$ cat config.mk
export PLATFORM = sky130hd
export DESIGN_NAME = pb_keyfifo
export DESIGN_NICKNAME = d
export VERILOG_FILES = /design/src/rtl/pb_keyfifo.sv
export SDC_FILE = /design/constraint.sdc
export NUM_CORES = 1
export LEC_CHECK = 0
export BUFFER_PORTS_ARGS = -buffer_cell sky130_fd_sc_hd__buf_4
export CORE_MARGIN = 1.5
export CORE_UTILIZATION = 40
export CTS_CLUSTER_DIAMETER = 60
export CTS_CLUSTER_SIZE = 30
export DETAILED_ROUTE_END_ITERATION = 10
export SLEW_MARGIN = 20
export SYNTH_ARGS = -nofsm -noshare
export SYNTH_HDL_FRONTEND = slang
export SYNTH_SLANG_ARGS = --single-unit
$ cat constraint.sdc
create_clock -name hz100 -period 3.6 [get_ports hz100]
set_input_delay 0.72 -clock hz100 [delete_from_list [all_inputs] [get_ports hz100]]
set_output_delay 0.72 -clock hz100 [all_outputs]
set_load 0.01 [all_outputs]
$ cat src/rtl/pb_keyfifo.sv
// pb_keyfifo: pushbutton front end.
// Synchronizes and debounces the raw button vector, turns each new press into
// a 5-bit button index, and queues the indices in a small FIFO with a
// valid/ready handshake so downstream logic sees one event per press.
module pb_keyfifo #(
    parameter int WIDTH    = 20,
    parameter int DEBOUNCE = 3,
    parameter int DEPTH    = 4
) (
    input  logic                         hz100,
    input  logic                         reset,
    input  logic [WIDTH-1:0]             pb,
    input  logic                         ready,
    output logic                         valid,
    output logic [4:0]                   code,
    output logic [$clog2(DEPTH+1)-1:0]   count,
    output logic                         any,
    output logic                         overflow
);

    localparam int CW = $clog2(DEBOUNCE + 1);
    localparam int PW = $clog2(DEPTH);
    localparam int NW = $clog2(DEPTH + 1);
    localparam logic [CW-1:0] DB_C    = CW'(DEBOUNCE);
    localparam logic [NW-1:0] DEPTH_C = NW'(DEPTH);

    // Index of the lowest set bit; only meaningful when v is non-zero.
    function automatic logic [4:0] f_lowest_idx(input logic [WIDTH-1:0] v);
        logic [4:0] idx;
        idx = 5'd0;
        for (int i = WIDTH - 1; i >= 0; i--) begin
            if (v[i]) begin
                idx = 5'(i);
            end else begin
                idx = idx;
            end
        end
        return idx;
    endfunction

    logic [WIDTH-1:0] r_sync1;
    logic [WIDTH-1:0] r_sync2;
    logic [WIDTH-1:0] r_last;
    logic [WIDTH-1:0] r_stable;
    logic [CW-1:0]    r_cnt;

    logic [WIDTH-1:0] w_last_next;
    logic [WIDTH-1:0] w_stable_next;
    logic [CW-1:0]    w_cnt_next;
    logic [WIDTH-1:0] w_rise;

    logic [4:0]       r_mem [DEPTH];
    logic [PW-1:0]    r_wr_ptr;
    logic [PW-1:0]    r_rd_ptr;
    logic [NW-1:0]    r_count;
    logic             r_overflow;

    logic             w_valid;
    logic             w_full;
    logic             w_pop;
    logic             w_push;
    logic             w_wr_en;
    logic             w_drop;
    logic [4:0]       w_push_code;
    logic [NW-1:0]    w_count_next;

    // Two-stage synchronizer for the asynchronous button levels.
    always_ff @(posedge hz100 or negedge reset) begin
        if (!reset) begin
            r_sync1 <= '0;
            r_sync2 <= '0;
        end else begin
            r_sync1 <= pb;
            r_sync2 <= r_sync1;
        end
    end

    // Whole-vector debounce: stable only updates once s has matched DEBOUNCE edges in a row.
    always_comb begin
        w_last_next   = r_last;
        w_cnt_next    = r_cnt;
        w_stable_next = r_stable;
        if (r_sync2 != r_last) begin
            w_last_next = r_sync2;
            w_cnt_next  = CW'(1);
            if (DB_C == CW'(1)) begin
                w_stable_next = r_sync2;
            end else begin
                w_stable_next = r_stable;
            end
        end else if (r_cnt < DB_C) begin
            w_cnt_next = r_cnt + CW'(1);
            if (w_cnt_next == DB_C) begin
                w_stable_next = r_sync2;
            end else begin
                w_stable_next = r_stable;
            end
        end else begin
            w_stable_next = r_sync2;
        end
    end

    // Debounce state registers.
    always_ff @(posedge hz100 or negedge reset) begin
        if (!reset) begin
            r_last   <= '0;
            r_cnt    <= '0;
            r_stable <= '0;
        end else begin
            r_last   <= w_last_next;
            r_cnt    <= w_cnt_next;
            r_stable <= w_stable_next;
        end
    end

    // Press detect and FIFO control: only the lowest newly-pressed button is queued.
    always_comb begin
        w_rise       = w_stable_next & ~r_stable;
        w_push       = (w_rise != '0);
        w_push_code  = f_lowest_idx(w_rise);
        w_valid      = (r_count != '0);
        w_full       = (r_count == DEPTH_C);
        w_pop        = w_valid & ready;
        w_wr_en      = w_push & (~w_full | w_pop);
        w_drop       = w_push & w_full & ~w_pop;
        w_count_next = r_count;
        case ({w_wr_en, w_pop})
            2'b10:   w_count_next = r_count + NW'(1);
            2'b01:   w_count_next = r_count - NW'(1);
            default: w_count_next = r_count;
        endcase
    end

    // FIFO storage, pointers, occupancy and sticky overflow flag.
    always_ff @(posedge hz100 or negedge reset) begin
        if (!reset) begin
            for (int i = 0; i < DEPTH; i++) begin
                r_mem[i] <= 5'd0;
            end
            r_wr_ptr   <= '0;
            r_rd_ptr   <= '0;
            r_count    <= '0;
            r_overflow <= 1'b0;
        end else begin
            if (w_wr_en) begin
                r_mem[r_wr_ptr] <= w_push_code;
                r_wr_ptr        <= r_wr_ptr + PW'(1);
            end
            if (w_pop) begin
                r_rd_ptr <= r_rd_ptr + PW'(1);
            end
            r_count <= w_count_next;
            if (w_drop) begin
                r_overflow <= 1'b1;
            end
        end
    end

    // Outputs decoded from registers only; code reads as zero while the FIFO is empty.
    always_comb begin
        valid    = w_valid;
        count    = r_count;
        any      = |r_stable;
        overflow = r_overflow;
        if (w_valid) begin
            code = r_mem[r_rd_ptr];
        end else begin
            code = 5'd0;
        end
    end

endmodule

==> summary.md, run 1 <==
| Metric | Value |
|---|---|
| Inserted Clock Buffers | 9 |
| GR Util met1 | 0.187 |
| Clock skew | around 7.4 ps |
| Post-synthesis xor/xnor area fraction | 0.0501 |
| Full die area | 0.0120 mm² |
| Via count | 2,507 |
| Transition time of the tightest slew-check pin | 825 ps |
| Worst EP arrival | approximately 3400 ps |
| Adder-Cell Fraction of Synth Area | 0.0209 |
| LEAKAGE | approximately 0.0024 µW |
| # clock sinks | 110 |
| Mapped Nets | around 380 |
| RSZ-0062 raised after global routing | no |
| Final setup fails | 0 |
| Vias in the first global route | 2,600 |
| Dominant cells by area after synthesis | dfrtp_1 61%, mux2_2 6.2%, xor2_1 3.9%, mux2_1 3.2%, nand2b_1 2.6% |
| Slew Viols, Final | 0 |
| Final antenna-violating net count | 0 |
| Ys flop type | dfrtp_1 |
| Seq/Total Area, Yosys | 0.605 |
| Post-synthesis mux area share | 0.121 |
| CP Data Required Time | approximately 3900 ps |
| Final min period | 3100 ps |
| H-tree Lvls | 3 |
| Ys async rst share | 1.00 |
| Initial Util | 0.414 |
| Worst Hold Class | flip-flop to flip-flop |
| Met3 Use GR | 0.0385 |
| Dpl cell area | 0.00488 mm² |
| Largest net degree at the start of global routing | 67 |
| Drt pass-1 iters | 4 |
| CP Launch Point | r_sync2[14] |
| DRC marker count from the first detailed-route iteration | 83 |
| Longest Clk Path Bufs | 2 |
| CP endpoint | count[1] |
| TNS Setup | 0 ps |
| Drt drc | 0 |
| CTS Hold Bufs | 0 |
| Worst slew margin | 0.450 |
| Worst-Skew Late Latency | 350 ps |
| Layout area overhead | 13.5% |
| CTS root buf | clkbuf_16 |
| Initial antenna violation count | 0 |
| Mapped Cells | 346 |
| Final Cycle Share | 0.860 |
| Top cell type's share of synthesized area | 0.605 |
| Pint | 1940 µW |
| CP Max Fanout | 6 |
| Share of layout cells above drive strength 1 | 0.252 |
| TritonCTS clock tree | done |
| Power Density | 506 mW/mm² |
| RR Startpoint | r_sync2[14] |
| Global Route Usage Sum | 0.147 |
| Synth Area in Compound Gates | 0.0495 |
| Core box area | 0.0110 mm² |
| WP depth | 9 |
| R2r endpoint | count[1] |
| Synth cell count leaders | 110 x dfrtp_1, 25 x mux2_2, 23 x clkbuf_1 |
| Antenna Cells | 0 |
| First-pass GRT wire length | 13,100 µm |
| Top Ports | 34 |
| Cell Chain, Critical Path | xor2_1 > nor4_1 > nand3_1 > a211o_1 > nand3_1 > fa_1 > a31oi_1 > o221ai_1 > a22oi_1 |
| Most common cell in the synthesized netlist | dfrtp_1 |
| Post-Syn Area per Cell | 13.1 µm² |
| Max Clk Rate | between 300 and 400 MHz |
| GPL Wtd Cong | 0.763 |
| R2R Setup Slk | 500 ps |
| Final Hold Viols | 0 |
| Clk slew on worst S/H paths | approximately 70 ps |
| Crit-path slowest cell | nor4_1 |
| Slowest stage delay, CP | 620 ps |
| Crit Path Category | flip-flop to flip-flop |
| Worst Setup End Kind | flip-flop |
| CP Buf/Inv Count | 0 |
| Post-CTS setup buffers | 0 |
| Die width | 110 µm |
| Main combinational cell family by area after synthesis | multiplexers |
| Gr busiest metal | met2 |
| Max cap viols | 0 |
| Seq pwr share | 0.529 |
| Yosys warns | 0 |
| Cell mode on critical path | nand3_1 |
| #FFs+latches synth | 110 |
| Synth area leader | dfrtp_1 |
| CTS resizes | 0 |
| Worst IR Drop VDD | 0.372 mV |
| Post-synthesis simple-gate area fraction | 0.119 |
| Critical Path Start Type | flip-flop |
| Number of synthesized flops with an enable pin | 0 |
| Clk pwr share | 0.360 |
| Library cells used by synthesis | 47 |
| Drt wl/cell | 15.1 µm |
| Net Sw Frac | 0.259 |
| NetSw | 677 µW |
| Reg2Reg Depth | 9 |
| Vias per Instance | 4.93 |
| Outcome | finished clean |
| Met2 GRT Util | 0.234 |
| # rows | 38 |
| IO buf count | 33 |
| Hold slack | 348 ps |
| Mapped Area | around 0.0045 mm² |
| Final Util | 0.470 |
| Final Cell Area | 0.00516 mm² |
| DP HPWL | 5360 µm |
| Detailed Route WL | 7700 µm |
| Congestion Overflow GR | 0 |
| # nets final | 394 |
| DIE HEIGHT | 110 µm |
| Largest delay share family, worst path | simple AND/OR/NAND/NOR gates |
| Comb pwr share | 0.111 |
per-stage QoR:
step,instances,power [µW],setup WS [ps]
detailed placement,493,1710,565
CTS,509,2660,538
global route,509,2740,271
global placement,493,1690,600
floorplan,346,1580,931
finish,509,2610,504
worst min-delay path by stage:
stage                     start     endpoint  slack [ps]  cells after the start
floorplan            r_sync1[0]   r_sync2[0]         330                      0
global placement    r_sync1[17]  r_sync2[17]         330                      0
detailed placement   r_sync1[0]   r_sync2[0]         330                      0
CTS                  r_sync1[4]   r_sync2[4]         350                      0
global route         r_sync1[0]   r_sync2[0]         350                      0
finish               r_sync1[4]   r_sync2[4]         350                      0
layout make-up:
class / instances / area (µm²)
tap: 140 / 175
sequential: 110 / 2750
fill: 989 / 5820
clock inverter: 5 / 40.0
clock buffer: 11 / 243
timing repair buffer: 35 / 275
multi-input combinational: 198 / 1640
inverter: 10 / 37.5
flip-flops by register name, indices dropped and copies added (netlist names):
| signal | cells |
|---|---|
| r_sync2 | 20 |
| r_last | 20 |
| r_wr_ptr | 2 |
| r_rd_ptr | 2 |
| r_sync1 | 20 |
| count | 3 |
| r_cnt | 2 |
| r_mem | 20 |
| overflow | 1 |
| r_stable | 20 |
power by group through the flow:
stage / clock network [µW] / registers (µW) / logic [µW]
2_1_floorplan: 0 / 1360 / 217
3_3_place_gp: 0 / 1410 / 287
3_5_place_dp: 0 / 1410 / 294
4_1_cts: 976 / 1390 / 295
5_1_grt: 1020 / 1400 / 330
6_report: 942 / 1380 / 290
metal layers:
| metal | share of wire | wire length [µm] |
|---|---|---|
| met2 | 0.48 | 3710 |
| met3 | 0.036 | 280 |
| met4 | 0.025 | 193 |
| met5 | 0 | 0 |
| met1 | 0.46 | 3510 |
kinds of logic after synthesis:
logic type | after synthesis
xor+xnor | 26
buf+inv | 38
fa+ha+maj | 7
flops | 110
mux | 44
simple gates | 91
compound gates | 30
layout by cell type, fill, tap and decap left out, types with 2 or more instances in the layout:
cell type  synthesis  routed
a211o_1            2       2
a21oi_1            3       3
a22oi_1            2       2
a31oi_1            4       4
and2_1             5       5
and3_1             2       2
buf_4              3      34
clkbuf_16          0       9
dfrtp_1          110     110
ha_1               6       6
inv_1             10      10
inv_6              0       3
mux2_1            13      13
mux2_2            25      25
mux4_2             5       5
nand2_1           15      15
nand2b_1          19      19
nand3_1            5       5
nand3_2            4       4
nand4_1            6       6
nor2_1             9       9
nor2_2             2       2
nor2b_1            3       3
nor3b_1            2       2
nor4_1            10      10
nor4_2             2       2
o21ai_0           10      10
or3_1              2       2
xnor2_1            6       6
xor2_1            20      20
No activity file was read; power rests on OpenSTA's default activity.
==> run 2, diff against run 1 <==
- CORE_MARGIN: 1.5 -> 1
- CORE_UTILIZATION: 40 -> 46
- clock period: 3.6 -> 4 ns (I/O delays scaled with it)
==> run 2 against run 1 <==
  * Sequential share of layout area increased by 1.2 points
  * Via count is 0.16% lower
  * Final area decreased by 2.2%
  * Critical endpoint is now count[2]
  * Highest routed layer unchanged
  * Final cell count fell by 2.0%
==> summary.md, run 2 (synthesized netlist as in run 1, its figures left out) <==
| Metric | Value |
|---|---|
| Outcome | finished clean |
| Drt drc | 0 |
| Global Route Usage Sum | 0.164 |
| Full die area | ~0.01 mm² |
| RR Startpoint | r_cnt[0] |
| R2r endpoint | count[2] |
| Most frequent cells in the layout | 110 x dfrtp_1, 36 x buf_4, 25 x mux2_2, 20 x xor2_1, 19 x nand2b_1 |
| RSZ-0062 raised after global routing | no |
| Congestion Overflow GR | 0 |
| Core box area | 0.00942 mm² |
| Drt wl/cell | 14.9 µm |
| Inserted Clock Buffers | 9 |
| H-tree Lvls | 3 |
| Non-Filler Instances | 499 |
| # nets final | 395 |
| # clock sinks | 110 |
| Vias per Instance | 5.02 |
| DIE HEIGHT | 101 µm |
| Transition time of the tightest slew-check pin | 837 ps |
| Post-Place Worst Slack | roughly 1000 ps |
| CP Launch Point | r_cnt[0] |
| Share of layout cells above drive strength 1 | 0.257 |
| Max Clk Rate | around 340 MHz |
| Post-CTS setup buffers | 0 |
| CTS resizes | 0 |
| Final antenna-violating net count | 0 |
| CP Max Fanout | 6 |
| Multi-input gate area | ~0.0016 mm² |
| Final Util | 0.537 |
| IO buf count | 33 |
| R2R Setup Slk | between 1000 and 1500 ps |
| Final setup fails | 0 |
| Met2 GRT Util | 0.251 |
| Post-route worst setup slack | between 1000 and 1500 ps |
| First-pass GRT wire length | 12,500 µm |
| Antenna Cells | 0 |
| Drt pass-1 iters | 5 |
| Top Ports | 34 |
| Met3 Use GR | 0.0414 |
| CTS root buf | clkbuf_8 |
| Fill count | 811 |
| Die width | a little over 100 µm |
| CTS Hold Bufs | 0 |
| Worst Hold Class | flip-flop to flip-flop |
| GPL Wtd Cong | 0.845 |
| Clk slew on worst S/H paths | 110 ps |
| Initial antenna violation count | 0 |
| Detailed Route WL | between 7000 and 8000 µm |
| Largest net degree at the start of global routing | roughly 70 |
| Most common cell after layout, fill and taps aside | dfrtp_1 |
| Layout area overhead | 11.1% |
| Worst Setup End Kind | flip-flop |
| LEAKAGE | 0.00236 µW |
| TNS Setup | 0 ps |
| Via count | 2,503 |
| Gr busiest metal | met2 |
| Final Power | 2140 µW |
| Longest Clk Path Bufs | 2 |
| FF+latch area | between 0.002 and 0.003 mm² |
| TritonCTS clock tree | done |
| GR Util met1 | 0.220 |
| Slew Viols, Final | 0 |
| Clock skew | 10.2 ps |
| Final min period | 2950 ps |
| CP Data Required Time | 4270 ps |
| Initial Util | 0.483 |
| Critical Path Start Type | flip-flop |
| Worst slew margin | 0.442 |
| Final Hold Viols | 0 |
| Vias in the first global route | 2,493 |
| Worst EP arrival | around 3200 ps |
| # rows | 35 |
| Placed cells | roughly 480 |
| Power Density | 423 mW/mm² |
| DP HPWL | 5300 µm |
| Max cap viols | 0 |
| DRC marker count from the first detailed-route iteration | 90 |
| Worst IR Drop VDD | roughly 0.28 mV |
| CP endpoint | count[2] |
| Reg2Reg Depth | 11 |
| Final Cycle Share | 0.736 |
| Crit Path Category | flip-flop to flip-flop |
| Worst-Skew Late Latency | 370 ps |
-- run 2: cell types whose count changed in the layout (fill, tap and decap cells not counted), sizes merged --
cell,before,now
clkbuf,11,9
buf,35,36
clkinv,2,3
clkinvlp,0,1
-- run 2: metrics by stage --
step	hold slack (ps)	instance area (µm²)
final	352	5050
after global routing	364	5050
after CTS	359	5050
after detailed placement	335	4860
after global placement	332	4860
after floorplan	331	4550
-- run 2: cell type report --
class,instances,share of cell area
inverter,10,0.00743
clock buffer,9,0.0245
sequential,110,0.545
clock inverter,7,0.0131
multi-input combinational,198,0.325
tap,129,0.0319
timing repair buffer,36,0.0535
-- run 2: worst min-delay path by stage --
| stage | slack (ps) | endpoint | from | cells past startpoint |
|---|---|---|---|---|
| after global routing | 360 | r_sync2[2] | r_sync1[2] | 0 |
| after CTS | 360 | r_sync2[0] | r_sync1[0] | 0 |
| after floorplan | 330 | r_sync2[0] | r_sync1[0] | 0 |
| after global placement | 330 | r_sync2[13] | r_sync1[13] | 0 |
| final | 350 | r_sync2[7] | r_sync1[7] | 0 |
| after detailed placement | 330 | r_sync2[0] | r_sync1[0] | 0 |
-- run 2: critical path: stages, from the launching register on --
cell     delay, ps
dfrtp_1        420
ha_1           260
nor2_2         300
inv_1          140
o21ai_0        230
a211o_1        360
nand3_1        130
fa_1           410
nor3b_1        160
mux2i_1        140
nor2b_1         60
a211o_1        220
-- run 2: power by group --
part	internal, µW	switching, µW	leakage (µW)	total [µW]
sequential	1160	76.0	0.00138	1240
combinational	129	132	0.000878	261
clock	241	396	0.0000949	637
total	1540	604	0.00236	2140
-- run 2: routing by layer --
metal / up-vias / part of all wire
li1: 1217 / -
met1: 1220 / 0.48
met2: 48 / 0.45
met3: 18 / 0.031
met4: 0 / 0.033
met5: - / 0
